--- config.mk ---
export PLATFORM = sky130hd
export DESIGN_NAME = acq_sequencer_flat
export DESIGN_NICKNAME = d
export VERILOG_FILES = /design/src/rtl/acq_sequencer_pkg.sv /design/src/rtl/acq_sequencer_if.sv /design/src/rtl/acq_sample_buf.sv /design/src/rtl/acq_sequencer.sv /design/src/flat_wrapper.sv
export SDC_FILE = /design/constraint.sdc
export NUM_CORES = 2
export LEC_CHECK = 0
export BUFFER_PORTS_ARGS = -buffer_cell sky130_fd_sc_hd__clkbuf_2
export CAP_MARGIN = 20
export CORE_ASPECT_RATIO = 0.7
export CORE_MARGIN = 4
export CORE_UTILIZATION = 62
export DETAILED_ROUTE_END_ITERATION = 10
export PLACE_DENSITY = 0.78
export SLEW_MARGIN = 20
export SYNTH_ARGS = -nofsm -noshare
export SYNTH_HDL_FRONTEND = slang
export SYNTH_HIERARCHICAL = 1
export SYNTH_SLANG_ARGS = --single-unit
export TNS_END_PERCENT = 100
--- constraint.sdc ---
create_clock -name in_clk -period 10.55 [get_ports in_clk]
set_input_delay 1.5825 -clock in_clk [delete_from_list [all_inputs] [get_ports in_clk]]
set_output_delay 1.5825 -clock in_clk [all_outputs]
set_load 0.05 [all_outputs]
--- src/rtl/acq_sequencer_pkg.sv ---
// Shared definitions for the acquisition sequencer and its sample buffer.
// Record length and ADC width match the sampling controller.
package acq_sequencer_pkg;

  localparam int DATA_NUM = 405;
  localparam int ADC_W    = 8;
  localparam int CNT_W    = 10;
  localparam int TMR_W    = 22;

  localparam logic [1:0] RATE_AT_RESET = 2'b10;

  typedef enum logic [2:0] {
    ST_IDLE,
    ST_REQ,
    ST_WAIT_ACK,
    ST_CAPTURE,
    ST_DRAIN
  } acq_state_t;

endpackage

--- src/rtl/acq_sequencer_if.sv ---
// Valid/ready stream carrying one captured record from the sequencer to the sender.
interface acq_sequencer_if
  import acq_sequencer_pkg::*;
#(
  parameter int DW = ADC_W
) ();

  logic [DW-1:0] data;
  logic          valid;
  logic          ready;
  logic          last;

  modport master (output data, output valid, output last, input ready);
  modport slave  (input data, input valid, input last, output ready);

endinterface

--- src/rtl/acq_sample_buf.sv ---
// Simple dual-port record buffer: synchronous write, registered read with one cycle latency.
module acq_sample_buf
  import acq_sequencer_pkg::*;
#(
  parameter  int DEPTH = DATA_NUM,
  parameter  int W     = ADC_W,
  localparam int AW    = $clog2(DEPTH)
) (
  input  logic          in_clk,
  input  logic          wr_en,
  input  logic [AW-1:0] wr_addr,
  input  logic [W-1:0]  wr_data,
  input  logic          rd_en,
  input  logic [AW-1:0] rd_addr,
  output logic [W-1:0]  rd_data
);

  logic [W-1:0] mem [DEPTH];

  always_ff @(posedge in_clk) begin
    if (wr_en) mem[wr_addr] <= wr_data;
  end

  // Read data only changes on rd_en, so an unconsumed word stays on rd_data.
  always_ff @(posedge in_clk) begin
    if (rd_en) rd_data <= mem[rd_addr];
  end

endmodule

--- src/rtl/acq_sequencer.sv ---
// Host-facing acquisition controller: requests a sampling run, captures one ADC word
// per ADC clock rise and streams the record out over a valid/ready interface.
module acq_sequencer
  import acq_sequencer_pkg::*;
#(
  parameter int DATA_NUM_P  = DATA_NUM,
  parameter int ADC_W_P     = ADC_W,
  parameter int REQ_PULSE   = 4,
  parameter int ACK_TIMEOUT = 16,
  parameter int CAP_TIMEOUT = 2_000_000
) (
  input  logic               in_clk,
  input  logic               in_rst,
  input  logic               in_cmd_start,
  input  logic               in_cmd_abort,
  input  logic [1:0]         in_cmd_rate,
  output logic               out_request_n,
  output logic [1:0]         out_sample_rate_select,
  input  logic               in_measure_sig,
  input  logic               in_adc_clk,
  input  logic [ADC_W_P-1:0] in_adc_data,
  acq_sequencer_if.master    stream,
  output logic               out_busy,
  output logic               out_timeout,
  output logic [CNT_W-1:0]   out_count
);

  localparam int AW = $clog2(DATA_NUM_P);
  localparam logic [CNT_W-1:0] DEPTH_C  = CNT_W'(DATA_NUM_P);
  localparam logic [TMR_W-1:0] REQ_LAST = TMR_W'(REQ_PULSE - 1);
  localparam logic [TMR_W-1:0] ACK_LAST = TMR_W'(ACK_TIMEOUT - 1);
  localparam logic [TMR_W-1:0] CAP_LAST = TMR_W'(CAP_TIMEOUT - 1);

  acq_state_t         state;
  logic [TMR_W-1:0]   tmr;
  logic [CNT_W-1:0]   wr_ptr;
  logic [CNT_W-1:0]   rd_ptr;
  logic [CNT_W-1:0]   ld_ptr;
  logic               rd_pend;
  logic               adc_clk_d;
  logic [ADC_W_P-1:0] adc_data_q;
  logic [ADC_W_P-1:0] rd_data;
  logic               adc_rise;
  logic               wr_en;
  logic               rd_en;
  logic               load;
  logic [CNT_W-1:0]   cap_total;

  always_ff @(posedge in_clk or negedge in_rst) begin
    if (!in_rst) begin
      adc_clk_d  <= 1'b0;
      adc_data_q <= '0;
    end else begin
      adc_clk_d  <= in_adc_clk;
      adc_data_q <= in_adc_data;
    end
  end

  assign adc_rise  = in_adc_clk && !adc_clk_d;
  assign wr_en     = (state == ST_CAPTURE) && adc_rise && (wr_ptr < DEPTH_C);
  assign cap_total = wr_ptr + CNT_W'(wr_en);

  // rd_pend marks a fetched word waiting in the buffer's read register; a new fetch
  // is issued only when that word moves into the output register this cycle.
  assign load  = (state == ST_DRAIN) && rd_pend && (!stream.valid || stream.ready);
  assign rd_en = (state == ST_DRAIN) && (rd_ptr < out_count) && (!rd_pend || load);

  acq_sample_buf #(
    .DEPTH (DATA_NUM_P),
    .W     (ADC_W_P)
  ) u_buf (
    .in_clk  (in_clk),
    .wr_en   (wr_en),
    .wr_addr (wr_ptr[AW-1:0]),
    .wr_data (adc_data_q),
    .rd_en   (rd_en),
    .rd_addr (rd_ptr[AW-1:0]),
    .rd_data (rd_data)
  );

  always_ff @(posedge in_clk or negedge in_rst) begin
    if (!in_rst) begin
      state                  <= ST_IDLE;
      tmr                    <= '0;
      wr_ptr                 <= '0;
      rd_ptr                 <= '0;
      ld_ptr                 <= '0;
      rd_pend                <= 1'b0;
      out_request_n          <= 1'b1;
      out_sample_rate_select <= RATE_AT_RESET;
      out_busy               <= 1'b0;
      out_timeout            <= 1'b0;
      out_count              <= '0;
      stream.data            <= '0;
      stream.valid           <= 1'b0;
      stream.last            <= 1'b0;
    end else if (in_cmd_abort && (state != ST_IDLE)) begin
      state         <= ST_IDLE;
      rd_pend       <= 1'b0;
      out_request_n <= 1'b1;
      out_busy      <= 1'b0;
      stream.valid  <= 1'b0;
      stream.last   <= 1'b0;
    end else begin
      unique case (state)
        ST_IDLE: begin
          if (in_cmd_start && !in_cmd_abort) begin
            state                  <= ST_REQ;
            tmr                    <= '0;
            out_sample_rate_select <= in_cmd_rate;
            out_timeout            <= 1'b0;
            out_count              <= '0;
            out_request_n          <= 1'b0;
            out_busy               <= 1'b1;
          end
        end
        ST_REQ: begin
          if (tmr == REQ_LAST) begin
            state         <= ST_WAIT_ACK;
            tmr           <= '0;
            out_request_n <= 1'b1;
          end else begin
            tmr <= tmr + 1'b1;
          end
        end
        ST_WAIT_ACK: begin
          if (in_measure_sig) begin
            state  <= ST_CAPTURE;
            tmr    <= '0;
            wr_ptr <= '0;
          end else if (tmr == ACK_LAST) begin
            state       <= ST_IDLE;
            out_timeout <= 1'b1;
            out_busy    <= 1'b0;
          end else begin
            tmr <= tmr + 1'b1;
          end
        end
        ST_CAPTURE: begin
          if (wr_en) wr_ptr <= wr_ptr + 1'b1;
          // An empty record has nothing to stream, even after a capture timeout.
          if (!in_measure_sig || (tmr == CAP_LAST)) begin
            if (in_measure_sig) out_timeout <= 1'b1;
            out_count <= cap_total;
            rd_ptr    <= '0;
            ld_ptr    <= '0;
            rd_pend   <= 1'b0;
            if (cap_total == '0) begin
              state    <= ST_IDLE;
              out_busy <= 1'b0;
            end else begin
              state <= ST_DRAIN;
            end
          end else begin
            tmr <= tmr + 1'b1;
          end
        end
        ST_DRAIN: begin
          if (rd_en) begin
            rd_ptr  <= rd_ptr + 1'b1;
            rd_pend <= 1'b1;
          end else if (load) begin
            rd_pend <= 1'b0;
          end
          if (load) begin
            stream.data  <= rd_data;
            stream.valid <= 1'b1;
            stream.last  <= (ld_ptr == out_count - CNT_W'(1));
            ld_ptr       <= ld_ptr + 1'b1;
          end else if (stream.valid && stream.ready) begin
            stream.valid <= 1'b0;
            stream.last  <= 1'b0;
            if (stream.last) begin
              state    <= ST_IDLE;
              out_busy <= 1'b0;
            end
          end
        end
        default: begin
          state <= ST_IDLE;
        end
      endcase
    end
  end

endmodule

--- src/flat_wrapper.sv ---
// flat-port wrapper written by rule: the top's interface ports become plain ports
module acq_sequencer_flat import acq_sequencer_pkg::*;
#(
  parameter int DATA_NUM_P  = DATA_NUM,
  parameter int ADC_W_P     = ADC_W,
  parameter int REQ_PULSE   = 4,
  parameter int ACK_TIMEOUT = 16,
  parameter int CAP_TIMEOUT = 2_000_000
)
  (in_clk, in_rst, in_cmd_start, in_cmd_abort, in_cmd_rate, out_request_n, out_sample_rate_select, in_measure_sig, in_adc_clk, in_adc_data, out_busy, out_timeout, out_count, stream_data, stream_valid, stream_last, stream_ready);
  acq_sequencer_if #(.DW(8)) stream_i ();
  input  logic in_clk;
  input  logic in_rst;
  input  logic in_cmd_start;
  input  logic in_cmd_abort;
  input  logic [1:0] in_cmd_rate;
  output logic out_request_n;
  output logic [1:0] out_sample_rate_select;
  input  logic in_measure_sig;
  input  logic in_adc_clk;
  input  logic [ADC_W_P-1:0] in_adc_data;
  output logic out_busy;
  output logic out_timeout;
  output logic [CNT_W-1:0] out_count;
  output wire logic [$bits(stream_i.data)-1:0] stream_data;
  output wire logic [$bits(stream_i.valid)-1:0] stream_valid;
  output wire logic [$bits(stream_i.last)-1:0] stream_last;
  input wire logic [$bits(stream_i.ready)-1:0] stream_ready;
  assign stream_data = stream_i.data;
  assign stream_valid = stream_i.valid;
  assign stream_last = stream_i.last;
  assign stream_i.ready = stream_ready;
  acq_sequencer #(.DATA_NUM_P(DATA_NUM_P), .ADC_W_P(ADC_W_P), .REQ_PULSE(REQ_PULSE), .ACK_TIMEOUT(ACK_TIMEOUT), .CAP_TIMEOUT(CAP_TIMEOUT)) u_core (.in_clk(in_clk), .in_rst(in_rst), .in_cmd_start(in_cmd_start), .in_cmd_abort(in_cmd_abort), .in_cmd_rate(in_cmd_rate), .out_request_n(out_request_n), .out_sample_rate_select(out_sample_rate_select), .in_measure_sig(in_measure_sig), .in_adc_clk(in_adc_clk), .in_adc_data(in_adc_data), .stream(stream_i), .out_busy(out_busy), .out_timeout(out_timeout), .out_count(out_count));
endmodule
==> results.py <==
metrics = {
    "status": {
        "status": "finished, final reports clean",
    },
    "timing": {
        "fin_skew_ps": 51.6,
        "hold_viol": 0,
        "rsz0062_at_grt": "false",
        "period_needed_ps": 5750,
        "max_clock_freq_ghz": 0.174,
        "fin_tns_setup_ps": 0,
        "drv_slew": 0,
        "period_share_pct": 54.5,
        "setup_viol": 0,
        "maxSlewHeadroom_pct": 9.54,
        "worst_pin_slew_ps": 1340,
    },
    "job": {
        "drv_cap": 0,
    },
    "synth": {
        "synth_fa_ha_area_share_pct": 0.162,
        "synth_cell_types": 91,
        "ys_top_cells_by_count": "3248 x edfxtp_1, 754 x mux4_2, 496 x nor2_1",
        "synth.most_common_cell": "edfxtp_1",
        "seq_area_frac_synth_pct": 75.9,
        "synth_fp_nets": 6539,
        "synth_edf_count": 3248,
        "synth-simple-area-share_pct": 3.53,
        "avgSynthCellArea_um2": 20.2,
        "synth.top_cell.area_share_pct": 74.2,
        "synth_top_family_by_area": "multiplexers",
        "async_flop_share_pct": 2.70,
        "synth-compound-area-share_pct": 3.47,
        "yosys-top-cells-area": "edfxtp_1 74%, mux4_2 13%, mux2i_1 1.7%, dfrtp_1 1.7%, nor2_1 1.4%",
        "ys.flop_type": "edfxtp_1",
        "synth_area_um2": 132000,
        "muxShareOfSynthArea_pct": 14.9,
        "synth_top_area_cell": "edfxtp_1",
        "ys.warnings.count": 6,
        "synthCells": 6505,
        "yosys_register_bits": 3338,
        "synth_xor_area_share_pct": 0.193,
    },
    "drt": {
        "first_pass_iters": 6,
        "vias": 70500,
        "avgViaCountPerCell": 7.34,
        "ant_nets": 0,
        "first_iter_violations": 13200,
        "wire_per_inst_um": 36.9,
        "drc": 0,
        "wl_um": 355000,
    },
    "min_path": {
        "hold_class": "reg -> reg",
    },
    "power": {
        "switchingPower_mw": 9.97,
        "power_switching_share_pct": 29.3,
        "power.density_nw_per_um2": 237,
        "power_frac_seq_pct": 43.8,
        "ir_drop_v": 0.000251,
        "p_leak_nw": 44.8,
        "internal_power_mw": 24.0,
        "clock_power_share_pct": 31.0,
        "p_comb_share_pct": 25.2,
    },
    "clocking": {
        "cts_buffers": 296,
        "cts.clk_slew.worst_paths_ps": 70,
        "postCtsHoldBufs": 0,
        "cts-root-buf": "clkbuf_16",
        "clock-sinks": 3338,
        "post-cts-setup-buffer-count": 0,
        "post_cts_resized": 0,
        "clock_latency_ps": 860,
        "tritoncts": "built",
        "htreeDepth": 5,
        "cts.path.max_buffers": 4,
    },
    "setup_path": {
        "crit_required_ps": 11160,
        "critPathLaunchType": "register",
        "cp_max_fo": 121,
        "worst-path-buf-inv": 2,
        "cp-end-kind": "register",
        "critical_path_class": "reg -> reg",
        "path_cells": "buf_12 > buf_12 > mux4_2 > a22o_1 > a221oi_1 > o32ai_1 > nor3_1 > o21ai_1 > a211o_1",
        "crit_path_max_incr_delay_ps": 970,
        "crit_top_cell": "buf_12",
        "cp.arrival_ps": 6360,
        "slowest_stage": "dfrtp_4",
        "cp_top_family": "compound AO/OA/AOI/OAI gates",
    },
    "final_layout": {
        "utilization_pct": 68.0,
        "nFillCells": 12500,
        "nets": 6617,
        "drive_above_1_share_pct": 21.0,
        "syn2layout_area_growth_pct": 9.17,
    },
    "floorplan": {
        "dieHeight_um": 393,
        "ios": 42,
        "fp.dieW_um": 558,
        "dieArea_um2": 220000,
        "coreArea_um2": 211000,
        "num_rows": 141,
        "start_util_pct": 62.3,
    },
    "global_routing": {
        "overflow": 0,
        "track_usage_pct": 32.5,
        "grt_pass1_vias": 68200,
        "grt_max_degree": 229,
        "antenna_found_initial": 17,
        "grt_pass1_wl_um": 508000,
    },
    "placement": {
        "hpwl_um": 205000,
        "numPortBuffers": 41,
        "gp_congestion": 0.907,
    },
}
==> final timing paths <==
kind                                             from                       to  slack (ps)  cells after the start
worst max-delay path                 u_core/rd_ptr[1]  u_core/u_buf/rd_data[6]        4800                      9
worst min-delay path            u_core/stream.data[6]    u_core/stream.data[6]         490                      2
worst max register to register       u_core/rd_ptr[1]  u_core/u_buf/rd_data[6]        4800                      9
worst min register to register  u_core/stream.data[6]    u_core/stream.data[6]         490                      2
max in group asynchronous                      in_rst     u_core/adc_data_q[1]        8610                      2
min in group asynchronous                      in_rst     u_core/adc_data_q[6]         660                      1
==> layer usage <==
metal | wire length [um] | share of wire, % | GRT usage, % | up-vias
met5 | 40 | 0.011 | 0 | -
met4 | 17200 | 4.8 | 13.1 | 6
met3 | 58300 | 16 | 11.8 | 1004
met2 | 155000 | 44 | 45.1 | 6362
met1 | 124000 | 35 | 47.4 | 36100
li1 | - | - | - | 27100
==> area by class of cell <==
cell class	instances	area (um^2)	share of cell area (%)
diodes	25	62.6	0.0436
clock buffers	369	7900	5.50
clock inverters	146	1260	0.881
inverters	34	134	0.0932
multi-input cells	2739	29400	20.5
flip-flops and latches	3338	99800	69.5
well taps	2788	3490	2.43
repair buffers	174	1480	1.03
==> worst min-delay path, stage by stage, from the launching register on <==
cell and delay (ps):
dfrtp_1 350, nand2_1 50, nand2_1 60
==> through the flow <==
step	hold slack [ps]	setup WS, ps	instance area, um^2	cells	total power [mW]
finish	492	4800	144000	9613	34.0
detailed placement	475	5060	134000	9071	23.5
CTS	496	5050	143000	9586	33.9
global route	524	4730	144000	9588	35.0
global placement	467	5030	134000	9070	23.4
floorplan	415	4550	132000	6505	21.2
==> kinds of logic after synthesis <==
logic type | count (synthesis)
buf+inv | 428
flops | 3338
simple gates | 1036
xor+xnor | 29
fa+ha+maj | 17
mux | 997
compound gates | 660
==> state kept, by name, indices dropped and copies added (netlist names) <==
| name | flops |
|---|---|
| u_core/u_buf/mem | 3240 |
| u_core/tmr | 22 |
| u_core/ld_ptr | 10 |
| u_core/out_count | 10 |
| u_core/rd_ptr | 10 |
| u_core/wr_ptr | 10 |
| u_core/adc_data_q | 8 |
| u_core/stream.data | 8 |
| u_core/u_buf/rd_data | 8 |
| u_core/state | 3 |
| u_core/out_sample_rate_select | 2 |
| u_core/adc_clk_d | 1 |
| u_core/out_busy | 1 |
| u_core/out_request_n | 1 |
| u_core/out_timeout | 1 |
| u_core/rd_pend | 1 |
| u_core/stream.last | 1 |
| u_core/stream.valid | 1 |
==> cell usage in the layout, fill, tap and decap left out, drive strengths merged, types with 26 or more instances in the layout <==
cell	instances
o21ai	77
clkinv	113
o221ai	56
nor4	27
nor2	496
inv	36
edfxtp	3248
a221oi	26
mux2i	224
nand3	65
mux4	761
a211oi	28
a21oi	131
buf	134
dfrtp	88
nor3	58
nand2	219
a22oi	136
clkbuf	409
o22ai	68
==> power by group through the flow <==
stage          clock, mW  combinational (mW)  sequential [mW]
4_1_cts             10.6                8.40             14.9
5_1_grt             11.2                8.85             14.9
3_5_place_dp           0                8.30             15.2
2_1_floorplan          0                6.00             15.2
6_report            10.5                8.57             14.9
3_3_place_gp           0                8.19             15.2
Note: power is estimated with default switching activity, not from simulation.
